<file path="src/rtl/crc_frame_encoder.sv">
// crc_frame_encoder: captures one frame of DATA_W words (startin..stopin) into a
// DEPTH-deep buffer while folding each word into a running CRC. It then replays the
// frame on dataout, followed by the CRC split into CRC_W/DATA_W words, MSB chunk first.
// All outputs are registered. The first output word appears the cycle after the stop
// word is sampled, and every frame streams without bubbles.
module crc_frame_encoder #(
  parameter int               DATA_W = 8,
  parameter int               DEPTH  = 16,
  parameter int               CRC_W  = 32,
  parameter logic [CRC_W-1:0] POLY   = 32'h04C11DB7,
  parameter logic [CRC_W-1:0] INIT   = 32'hFFFFFFFF,
  parameter logic [CRC_W-1:0] XOROUT = 32'h00000000
) (
  input  logic              clk,
  input  logic              reset,
  input  logic              startin,
  input  logic              stopin,
  input  logic              pushin,
  input  logic [DATA_W-1:0] datain,
  output logic              busy,
  output logic              startout,
  output logic              endout,
  output logic              pushout,
  output logic [DATA_W-1:0] dataout,
  output logic              err
);

  localparam int NCHUNK = CRC_W / DATA_W;
  localparam int CNT_W  = $clog2(DEPTH + 1);
  localparam int CHK_W  = $clog2(NCHUNK + 1);
  localparam int AW     = (DEPTH > 1) ? $clog2(DEPTH) : 1;

  localparam logic [CNT_W-1:0] DEPTH_C      = CNT_W'(DEPTH);
  localparam logic [CHK_W-1:0] NCHUNK_C     = CHK_W'(NCHUNK);
  localparam logic [CHK_W-1:0] LAST_CHUNK_C = CHK_W'(NCHUNK - 1);

  // The CRC must split into a whole number of output words, and the buffer needs at least one entry.
  if ((CRC_W % DATA_W) != 0) begin : gBadCrcWidth
    $error("crc_frame_encoder: CRC_W must be a multiple of DATA_W");
  end
  if (DEPTH < 1) begin : gBadDepth
    $error("crc_frame_encoder: DEPTH must be at least 1");
  end

  typedef enum logic [1:0] {IDLE, FILL, EMIT_DATA, EMIT_CRC} state_t;

  state_t              r_state, w_state;
  logic [DATA_W-1:0]   r_buf [0:DEPTH-1];
  logic [CRC_W-1:0]    r_crc, w_crc;
  logic [CNT_W-1:0]    r_wcount, w_wcount;
  logic [CNT_W-1:0]    r_rd, w_rd;
  logic [CHK_W-1:0]    r_chunk, w_chunk;
  logic                r_busy, w_busy;
  logic                r_startout, w_startout;
  logic                r_endout, w_endout;
  logic                r_pushout, w_pushout;
  logic [DATA_W-1:0]   r_dataout, w_dataout;
  logic                r_err, w_err;
  logic                w_wrEn;
  logic [CNT_W-1:0]    w_wrAddr;
  logic                w_doStart;
  logic [CRC_W-1:0]    w_crcFirst, w_crcAcc, w_crcOut;

  // MSB-first, non-reflected CRC update over one input word.
  function automatic logic [CRC_W-1:0] crcUpdate(input logic [CRC_W-1:0] c,
                                                 input logic [DATA_W-1:0] d);
    logic [CRC_W-1:0] x;
    logic             fb;
    x = c;
    for (int i = DATA_W - 1; i >= 0; i--) begin
      fb = x[CRC_W-1] ^ d[i];
      x  = {x[CRC_W-2:0], 1'b0} ^ (fb ? POLY : '0);
    end
    return x;
  endfunction

  // Chunk k of the final CRC, where chunk 0 is the most significant DATA_W bits.
  function automatic logic [DATA_W-1:0] crcChunk(input logic [CRC_W-1:0] c,
                                                 input logic [CHK_W-1:0] k);
    logic [CRC_W-1:0] sh;
    sh = c >> ((NCHUNK - 1 - int'(k)) * DATA_W);
    return sh[DATA_W-1:0];
  endfunction

  assign w_crcFirst = crcUpdate(INIT, datain);
  assign w_crcAcc   = crcUpdate(r_crc, datain);
  assign w_crcOut   = r_crc ^ XOROUT;

  // Next-state and next-output logic. The outputs computed here are registered on the next edge.
  always_comb begin
    w_state    = r_state;
    w_crc      = r_crc;
    w_wcount   = r_wcount;
    w_rd       = r_rd;
    w_chunk    = r_chunk;
    w_busy     = r_busy;
    w_startout = 1'b0;
    w_endout   = 1'b0;
    w_pushout  = r_pushout;
    w_dataout  = r_dataout;
    w_err      = 1'b0;
    w_wrEn     = 1'b0;
    w_wrAddr   = r_wcount;
    w_doStart  = 1'b0;

    case (r_state)
      IDLE: begin
        if (pushin && startin) begin
          w_doStart = 1'b1;
        end
      end
      FILL: begin
        if (pushin) begin
          if (startin) begin
            w_doStart = 1'b1;
            w_err     = 1'b1;
          end else if (r_wcount == DEPTH_C) begin
            w_err    = 1'b1;
            w_state  = IDLE;
            w_wcount = '0;
          end else begin
            w_wrEn   = 1'b1;
            w_wrAddr = r_wcount;
            w_crc    = w_crcAcc;
            w_wcount = r_wcount + 1'b1;
            if (stopin) begin
              w_state    = EMIT_DATA;
              w_busy     = 1'b1;
              w_pushout  = 1'b1;
              w_startout = 1'b1;
              w_dataout  = r_buf[0];
              w_rd       = CNT_W'(1);
            end
          end
        end
      end
      EMIT_DATA: begin
        w_err = pushin;
        if (r_rd < r_wcount) begin
          w_dataout = r_buf[r_rd[AW-1:0]];
          w_rd      = r_rd + 1'b1;
        end else begin
          w_dataout = crcChunk(w_crcOut, '0);
          w_chunk   = CHK_W'(1);
          w_endout  = (NCHUNK == 1);
          w_state   = EMIT_CRC;
        end
      end
      EMIT_CRC: begin
        w_err = pushin;
        if (r_chunk < NCHUNK_C) begin
          w_dataout = crcChunk(w_crcOut, r_chunk);
          w_chunk   = r_chunk + 1'b1;
          w_endout  = (r_chunk == LAST_CHUNK_C);
        end else begin
          w_state   = IDLE;
          w_busy    = 1'b0;
          w_pushout = 1'b0;
        end
      end
      default: begin
        w_state = IDLE;
      end
    endcase

    // A start word always begins a fresh frame: word 0 and a CRC seeded from INIT.
    if (w_doStart) begin
      w_wrEn   = 1'b1;
      w_wrAddr = '0;
      w_crc    = w_crcFirst;
      w_wcount = CNT_W'(1);
      if (stopin) begin
        w_state    = EMIT_DATA;
        w_busy     = 1'b1;
        w_pushout  = 1'b1;
        w_startout = 1'b1;
        w_dataout  = datain;
        w_rd       = CNT_W'(1);
      end else begin
        w_state = FILL;
      end
    end
  end

  // State, CRC, counters and registered outputs.
  always_ff @(posedge clk or posedge reset) begin
    if (reset) begin
      r_state    <= IDLE;
      r_crc      <= INIT;
      r_wcount   <= '0;
      r_rd       <= '0;
      r_chunk    <= '0;
      r_busy     <= 1'b0;
      r_startout <= 1'b0;
      r_endout   <= 1'b0;
      r_pushout  <= 1'b0;
      r_dataout  <= '0;
      r_err      <= 1'b0;
    end else begin
      r_state    <= w_state;
      r_crc      <= w_crc;
      r_wcount   <= w_wcount;
      r_rd       <= w_rd;
      r_chunk    <= w_chunk;
      r_busy     <= w_busy;
      r_startout <= w_startout;
      r_endout   <= w_endout;
      r_pushout  <= w_pushout;
      r_dataout  <= w_dataout;
      r_err      <= w_err;
    end
  end

  // Frame buffer. It is written only while capturing and read only below wcount.
  always_ff @(posedge clk or posedge reset) begin
    if (reset) begin
      for (int i = 0; i < DEPTH; i++) begin
        r_buf[i] <= '0;
      end
    end else if (w_wrEn) begin
      r_buf[w_wrAddr[AW-1:0]] <= datain;
    end
  end

  assign busy     = r_busy;
  assign startout = r_startout;
  assign endout   = r_endout;
  assign pushout  = r_pushout;
  assign dataout  = r_dataout;
  assign err      = r_err;

endmodule
</file>
<file path="config.mk">
export PLATFORM = sky130hd
export DESIGN_NAME = crc_frame_encoder
export DESIGN_NICKNAME = d
export VERILOG_FILES = /design/src/rtl/crc_frame_encoder.sv
export SDC_FILE = /design/constraint.sdc
export NUM_CORES = 1
export LEC_CHECK = 0
export ABC_CLOCK_PERIOD_IN_PS = 7500
export BUFFER_PORTS_ARGS = -buffer_cell sky130_fd_sc_hd__buf_2
export CORE_UTILIZATION = 63
export CTS_CLUSTER_SIZE = 16
export DETAILED_ROUTE_END_ITERATION = 16
export PLACE_DENSITY_LB_ADDON = 0.15
export REMOVE_ABC_BUFFERS = 1
export SLEW_MARGIN = 5
export SYNTH_ARGS = -nofsm -noshare
export SYNTH_HDL_FRONTEND = slang
export SYNTH_SLANG_ARGS = --single-unit
</file>
<file path="constraint.sdc">
create_clock -name clk -period 7.5 [get_ports clk]
set_input_delay 1.125 -clock clk [delete_from_list [all_inputs] [get_ports clk]]
set_output_delay 1.125 -clock clk [all_outputs]
set_load 0.03 [all_outputs]
</file>
==> results of run 1 <==
[final cells by class]
cell class                 instances  share of cell area (%)
timing repair buffer              34                    1.72
clock inverter                    13                    1.40
tap                              216                    2.42
inverter                          15                   0.548
clock buffer                      19                    3.96
multi-input combinational        587                    47.6
sequential                       188                    42.4
[power breakdown]
part	internal, mW	switching (mW)
combinational	1.01	1.13
clock	0.509	0.415
sequential	1.29	0.292
total	2.80	1.83
[cell families (layout without fill, tap and decap cells)]
family,Yosys count,in the layout,synth area share (%)
AO/OA/AOI/OAI,138,138,8.15
AND/OR/NAND/NOR,133,133,5.99
multiplexers,175,175,24.2
buffers and inverters,79,81,2.98
adder cells (fa/ha/maj),14,14,1.69
XOR/XNOR,127,127,11.3
flip-flops,188,188,45.7
[critical path, delay by kind of cell (launching register included)]
family        cells  cell delay, ps
simple gates      5            2020
fa+ha+maj         1             230
flops             1             570
buf+inv           1             190
mux               1             430
[metrics by stage]
step	hold WS (ps)	util, %	cells
global placement	463	66.2	1040
global route	517	69.9	1072
CTS	499	69.9	1072
finish	502	69.9	1072
detailed placement	476	66.2	1040
floorplan	445	-	790
[per-layer routing]
layer | routed length (um) | GRT usage (%)
met1 | 11100 | 46.1
met2 | 13000 | 55.2
met3 | 1940 | 7.26
met4 | 1090 | 15.7
met5 | 0 | 0
[synthesized netlist by cell type (2+ instances only)]
master,n
or2_2,2
or4_1,2
a221oi_1,2
and2_1,2
dfrtp_1,156
buf_2,10
nand3_1,10
or3_1,2
mux2_2,126
xnor2_1,82
and3_1,2
clkbuf_1,49
nand2b_1,2
dfstp_2,32
ha_1,14
xor2_2,2
buf_1,5
o21ai_0,52
mux4_2,48
a221o_1,8
a21o_1,10
nand2_1,55
inv_1,15
xor2_1,39
a21oi_1,32
a211oi_1,10
nor2_1,31
a211o_1,2
xnor2_2,3
nor3_1,5
nand4_1,5
o22ai_1,10
nor3_2,3
nor2b_1,9
a22oi_1,3
[registers in the layout (all words and copies together) (netlist names)]
name,cells
r_crc,32
r_chunk,3
r_buf,128
busy,1
err,1
pushout,1
startout,1
endout,1
r_rd,5
r_state,2
r_wcount,5
dataout,8
[cells in the final DEF (no fill, tap or decap), types with 8 or more instances in the layout]
cell	n
ha_1	14
o22ai_1	10
a21o_1	10
buf_2	25
nand2_1	55
nor2b_1	9
a21oi_1	32
a211oi_1	10
clkbuf_16	17
mux4_2	48
nor2_1	31
nand3_1	10
inv_1	14
mux2_2	126
dfstp_2	32
xnor2_1	82
dfrtp_1	155
buf_4	9
a221o_1	8
xor2_1	39
o21ai_0	52
[worst max-delay path by stage]
| stage | to | slack, ps |
|---|---|---|
| final | r_buf[66]$_DFFE_PP0P_ | 3930 |
| after CTS | r_buf[103]$_DFFE_PP0P_ | 4090 |
| after global routing | r_buf[103]$_DFFE_PP0P_ | 3840 |
| after global placement | r_crc[27]$_DFFE_PP1P_ | 3840 |
| after floorplan | busy$_DFF_PP0_ | 1310 |
| after detailed placement | r_crc[27]$_DFFE_PP1P_ | 3790 |
==> results.ini, run 1 <==
[final_layout]
area_growth_pct=7.86
multiInputGateArea_um2=5320
drive_above_1_share_pct=33.3
diodes=0
seqCellArea_um2=4750
nets=870
n_fill_cell=1154
postLayoutCellArea_um2=11200

[cts]
cts_max_path_buffers=2
clk_pin_slew_ps=70
post-cts-setup-buffers=0
cts_buffers=17
holdBufCountCts=0
cts_tree=yes
cts_root_buf=clkbuf_16
worstSkewPairLatency_ps=440
postCtsResizedCells=0
clock_sinks=188
ctsHtreeMaxLevel=4

[routing]
drc=0
ant_nets=0
totalWireLength_um=27100
wl_per_cell_um=25.3
dr.pass1.iters=5
via_per_inst=6.63
drtIter0Drc=718
vias=7102

[die]
fp-row-count=46
die_y_um=130
start_util_pct=64.8
core_um2=16000
fp.dieW_um=130
die_area_um2=17000
io_pins=26

[pwr]
leakage_nw=5.03
vdd_drop_max_v=0.000214
total_power_mw=4.63
p_per_area_nw_per_um2=414

[synthesis]
yosysSeqAreaShare_pct=45.7
synth.cell_area_um2=10400
ys_types=49
syn_inst=854
ys_ff_latch=188
synthArstFlopShare_pct=100
synth_top_cell_by_area=dfrtp_1
postSynthAreaPerCell_um2=12.1
synth_top_area_share_pct=37.6
yosysWarnings=0
synth_flop_cell=dfrtp_1
synthTopCellsByArea=dfrtp_1 38%, mux2_2 14%, mux4_2 10%
synth-edff-count=0

[timing]
finalCritPeriodShare_pct=47.6
fin_tns_setup_ps=0
period_minus_slack_ps=3570
rsz0062_at_grt=no
finClkSkew_ps=11.2
tightestPinTransition_ps=1070
max_freq_mhz=280
setup_viol=0
finalWorstSetupSlack_ps=3930
hold_violations=0
drv_slew=0
slew_headroom_pct=28.5

[worst_hold_path]
hp-class=reg -> reg
min_path_cells=1
worstHoldStart=r_buf[14]$_DFFE_PP0P_
hold_path_end=r_buf[14]$_DFFE_PP0P_

[placement]
io_buffers=25
place.gp.congestion=0.942
dp_slack_ps=3790
hpwl_um=17800
postPlaceCellArea_um2=10600

[critical_path]
timing.rr.start=r_wcount[0]$_DFFE_PP0P_
cp_slowest_stage_delay_ps=590
slowest_stage=nor3_1
ff2ff_path_depth=8
cp_max_fo=13
cp-start-kind=flop
cp.arrival_ps=3890
cpMostUsedCell=nand3_1
r2r-end=r_buf[66]$_DFFE_PP0P_
required_ps=7820
r2r_slack_ps=3930
crit_path_start=r_wcount[0]$_DFFE_PP0P_
endpoint_kind=flop
setup.worst_path.class=reg -> reg
crit_chain=inv_1 > ha_1 > and4bb_2 > nor2_1 > nand3_1 > nor3_1 > nand3_1 > mux2_2

[global_routing]
grt.overflow.total=0
grt_max_degree=77
grt_usage_pct=34.6
antenna_found_initial=0
grt_pass1_vias=7254
grt_pass1_wl_um=42200

[run]
maxCapViolations=0

[run_status]
status=finished, final reports clean

(Power assumes the default switching activity.)
==> inputs of run 2 (changes only) <==
--- a/config.mk
+++ b/config.mk
@@ -5,7 +5,7 @@
 export SDC_FILE = /design/constraint.sdc
 export NUM_CORES = 1
 export LEC_CHECK = 0
-export ABC_CLOCK_PERIOD_IN_PS = 7500
+export ABC_CLOCK_PERIOD_IN_PS = 3450
 export BUFFER_PORTS_ARGS = -buffer_cell sky130_fd_sc_hd__buf_2
 export CORE_UTILIZATION = 63
 export CTS_CLUSTER_SIZE = 16
==> constraint.sdc (replaced) <==
create_clock -name clk -period 3.45 [get_ports clk]
set_input_delay 0.5175 -clock clk [delete_from_list [all_inputs] [get_ports clk]]
set_output_delay 0.5175 -clock clk [all_outputs]
set_load 0.03 [all_outputs]
==> run 2 against run 1 <==
Effect of this change: sequential power is 120% higher; cell area up 2.0%; global-route usage shrank 0.068 points; clock skew grew 1.8 ps; cell count up 2.4%; critical endpoint is now r_buf[101]$_DFFE_PP0P_; largest power group unchanged.
==> results.ini, run 2 (same netlist as run 1, synthesis figures left out) <==
[final_layout]
nets=896
regMostFlops=r_buf
n_fill_cell=1151
layout_common_cells=155 x dfrtp_1, 126 x mux2_2, 82 x xnor2_1, 55 x nand2_1, 52 x o21ai_0
multiInputGateArea_um2=5320
final_common_cell=dfrtp_1
drive_above_1_share_pct=35.4
area_growth_pct=10.1
seqCellArea_um2=4750
largest_reg_flops=128
diodes=0

[run]
maxCapViolations=0

[cts]
cts_root_buf=clkbuf_16
cts_tree=yes
ctsHtreeMaxLevel=4
worstSkewPairLatency_ps=450
holdBufCountCts=0
postCtsResizedCells=0
cts_buffers=17
post-cts-setup-buffers=0
clk_pin_slew_ps=70
cts_max_path_buffers=2
clock_sinks=188

[routing]
ant_nets=0
drc=0
totalWireLength_um=27100
dr.pass1.iters=6
drtIter0Drc=738
via_per_inst=6.57
vias=7219
wl_per_cell_um=24.6

[critical_path]
endpoint_kind=flop
setup.worst_path.class=reg -> reg
cp_max_fo=12
cp-start-kind=flop
cp.arrival_ps=3420
required_ps=3770

[die]
fp.dieW_um=130
io_pins=26
die_area_um2=17000
start_util_pct=64.8
die_y_um=130
fp-row-count=46
core_um2=16000

[worst_hold_path]
hp-class=in -> async

[pwr]
pwr-share-comb_pct=46.8
p_sw_mw=4.04
vdd_drop_max_v=0.000498
power_frac_seq_pct=33.7
intPower_mw=6.12
p_clk_share_pct=19.5
netSwitchingFraction_pct=39.7
leakage_nw=5.17
p_per_area_nw_per_um2=889
total_power_mw=10.2

[timing]
finalCritPeriodShare_pct=89.7
timing.hold.ws_ps=167
tightestPinTransition_ps=1080
drv_slew=0
rsz0062_at_grt=no
setup_viol=0
slew_headroom_pct=27.8
max_freq_mhz=323
finClkSkew_ps=13.0
period_minus_slack_ps=3100
hold_violations=0

[global_routing]
met2_usage_pct=56.3
busiest_layer=met2
grt_pass1_wl_um=42300
antenna_found_initial=1
grt_pass1_vias=7338
globalRouteMet1Util_pct=45.0
grt.overflow.total=0
use_met3_pct=7.30
grt_usage_pct=34.6
grt_max_degree=74

[run_status]
status=finished, final reports clean

[placement]
place.gp.congestion=0.954
hpwl_um=18800
io_buffers=25

[run 2: cell count changes in the layout (fill, tap and decap cells not counted), sizes merged]
cell / delta
clkinv: +2
clkinvlp: -1
buf: +26
bufinv: -1
[run 2: power by group through the flow]
stage                     Sequential [mW]  Clock [mW]  Combinational (mW)
after floorplan                      3.42           0                3.46
after global placement               3.40           0                4.57
after detailed placement             3.44           0                4.66
after CTS                            3.40        2.01                4.71
after global routing                 3.47        2.09                5.12
final                                3.42        1.98                4.75
[run 2: worst paths after layout]
kind                                    startpoint                     end  slack, ps  cells after the start
setup / recovery           r_wcount[0]$_DFFE_PP0P_  r_buf[101]$_DFFE_PP0P_        350                      8
setup reg to reg           r_wcount[0]$_DFFE_PP0P_  r_buf[101]$_DFFE_PP0P_        350                      8
hold / removal                               reset   r_buf[74]$_DFFE_PP0P_        170                      2
max in group asynchronous                    reset       r_rd[0]$_DFF_PP0_       2370                      3
hold reg to reg             r_buf[112]$_DFFE_PP0P_  r_buf[112]$_DFFE_PP0P_        490                      2
min in group clk                            stopin      startout$_DFF_PP0_        410                      3
[run 2: metal layers]
| layer | up-vias | part of all wire [%] |
|---|---|---|
| met1 | 3726 | 41 |
| met3 | 76 | 7.1 |
| met2 | 322 | 48 |
| li1 | 3093 | - |
| met5 | - | 0.048 |
| met4 | 2 | 4.1 |
[run 2: layout make-up]
class / instances / area share, %
flip-flops and latches: 188 / 41.6
clock inverters: 13 / 1.30
inverters: 15 / 0.537
multi-input cells: 587 / 46.6
well taps: 216 / 2.37
repair buffers: 60 / 3.73
clock buffers: 19 / 3.88
[run 2: worst max-delay path: stages (launching register included)]
cell and delay [ps]:
dfrtp_1 560, inv_1 200, ha_1 250, and4bb_2 260
nor2_1 140, nand3_1 200, nor3_1 440, nand3_1 500
mux2_2 440
[run 2: stage by stage]
stage,area (um2),cells,TNS (ps),util (%),setup WS (ps)
6_report,11400,1098,0,71.4,355
3_5_place_dp,10800,1066,0,67.6,459
5_1_grt,11400,1098,0,71.4,125
3_3_place_gp,10800,1066,0,67.6,631
4_1_cts,11400,1098,0,71.3,402
2_1_floorplan,10100,790,-354980,-,-2130
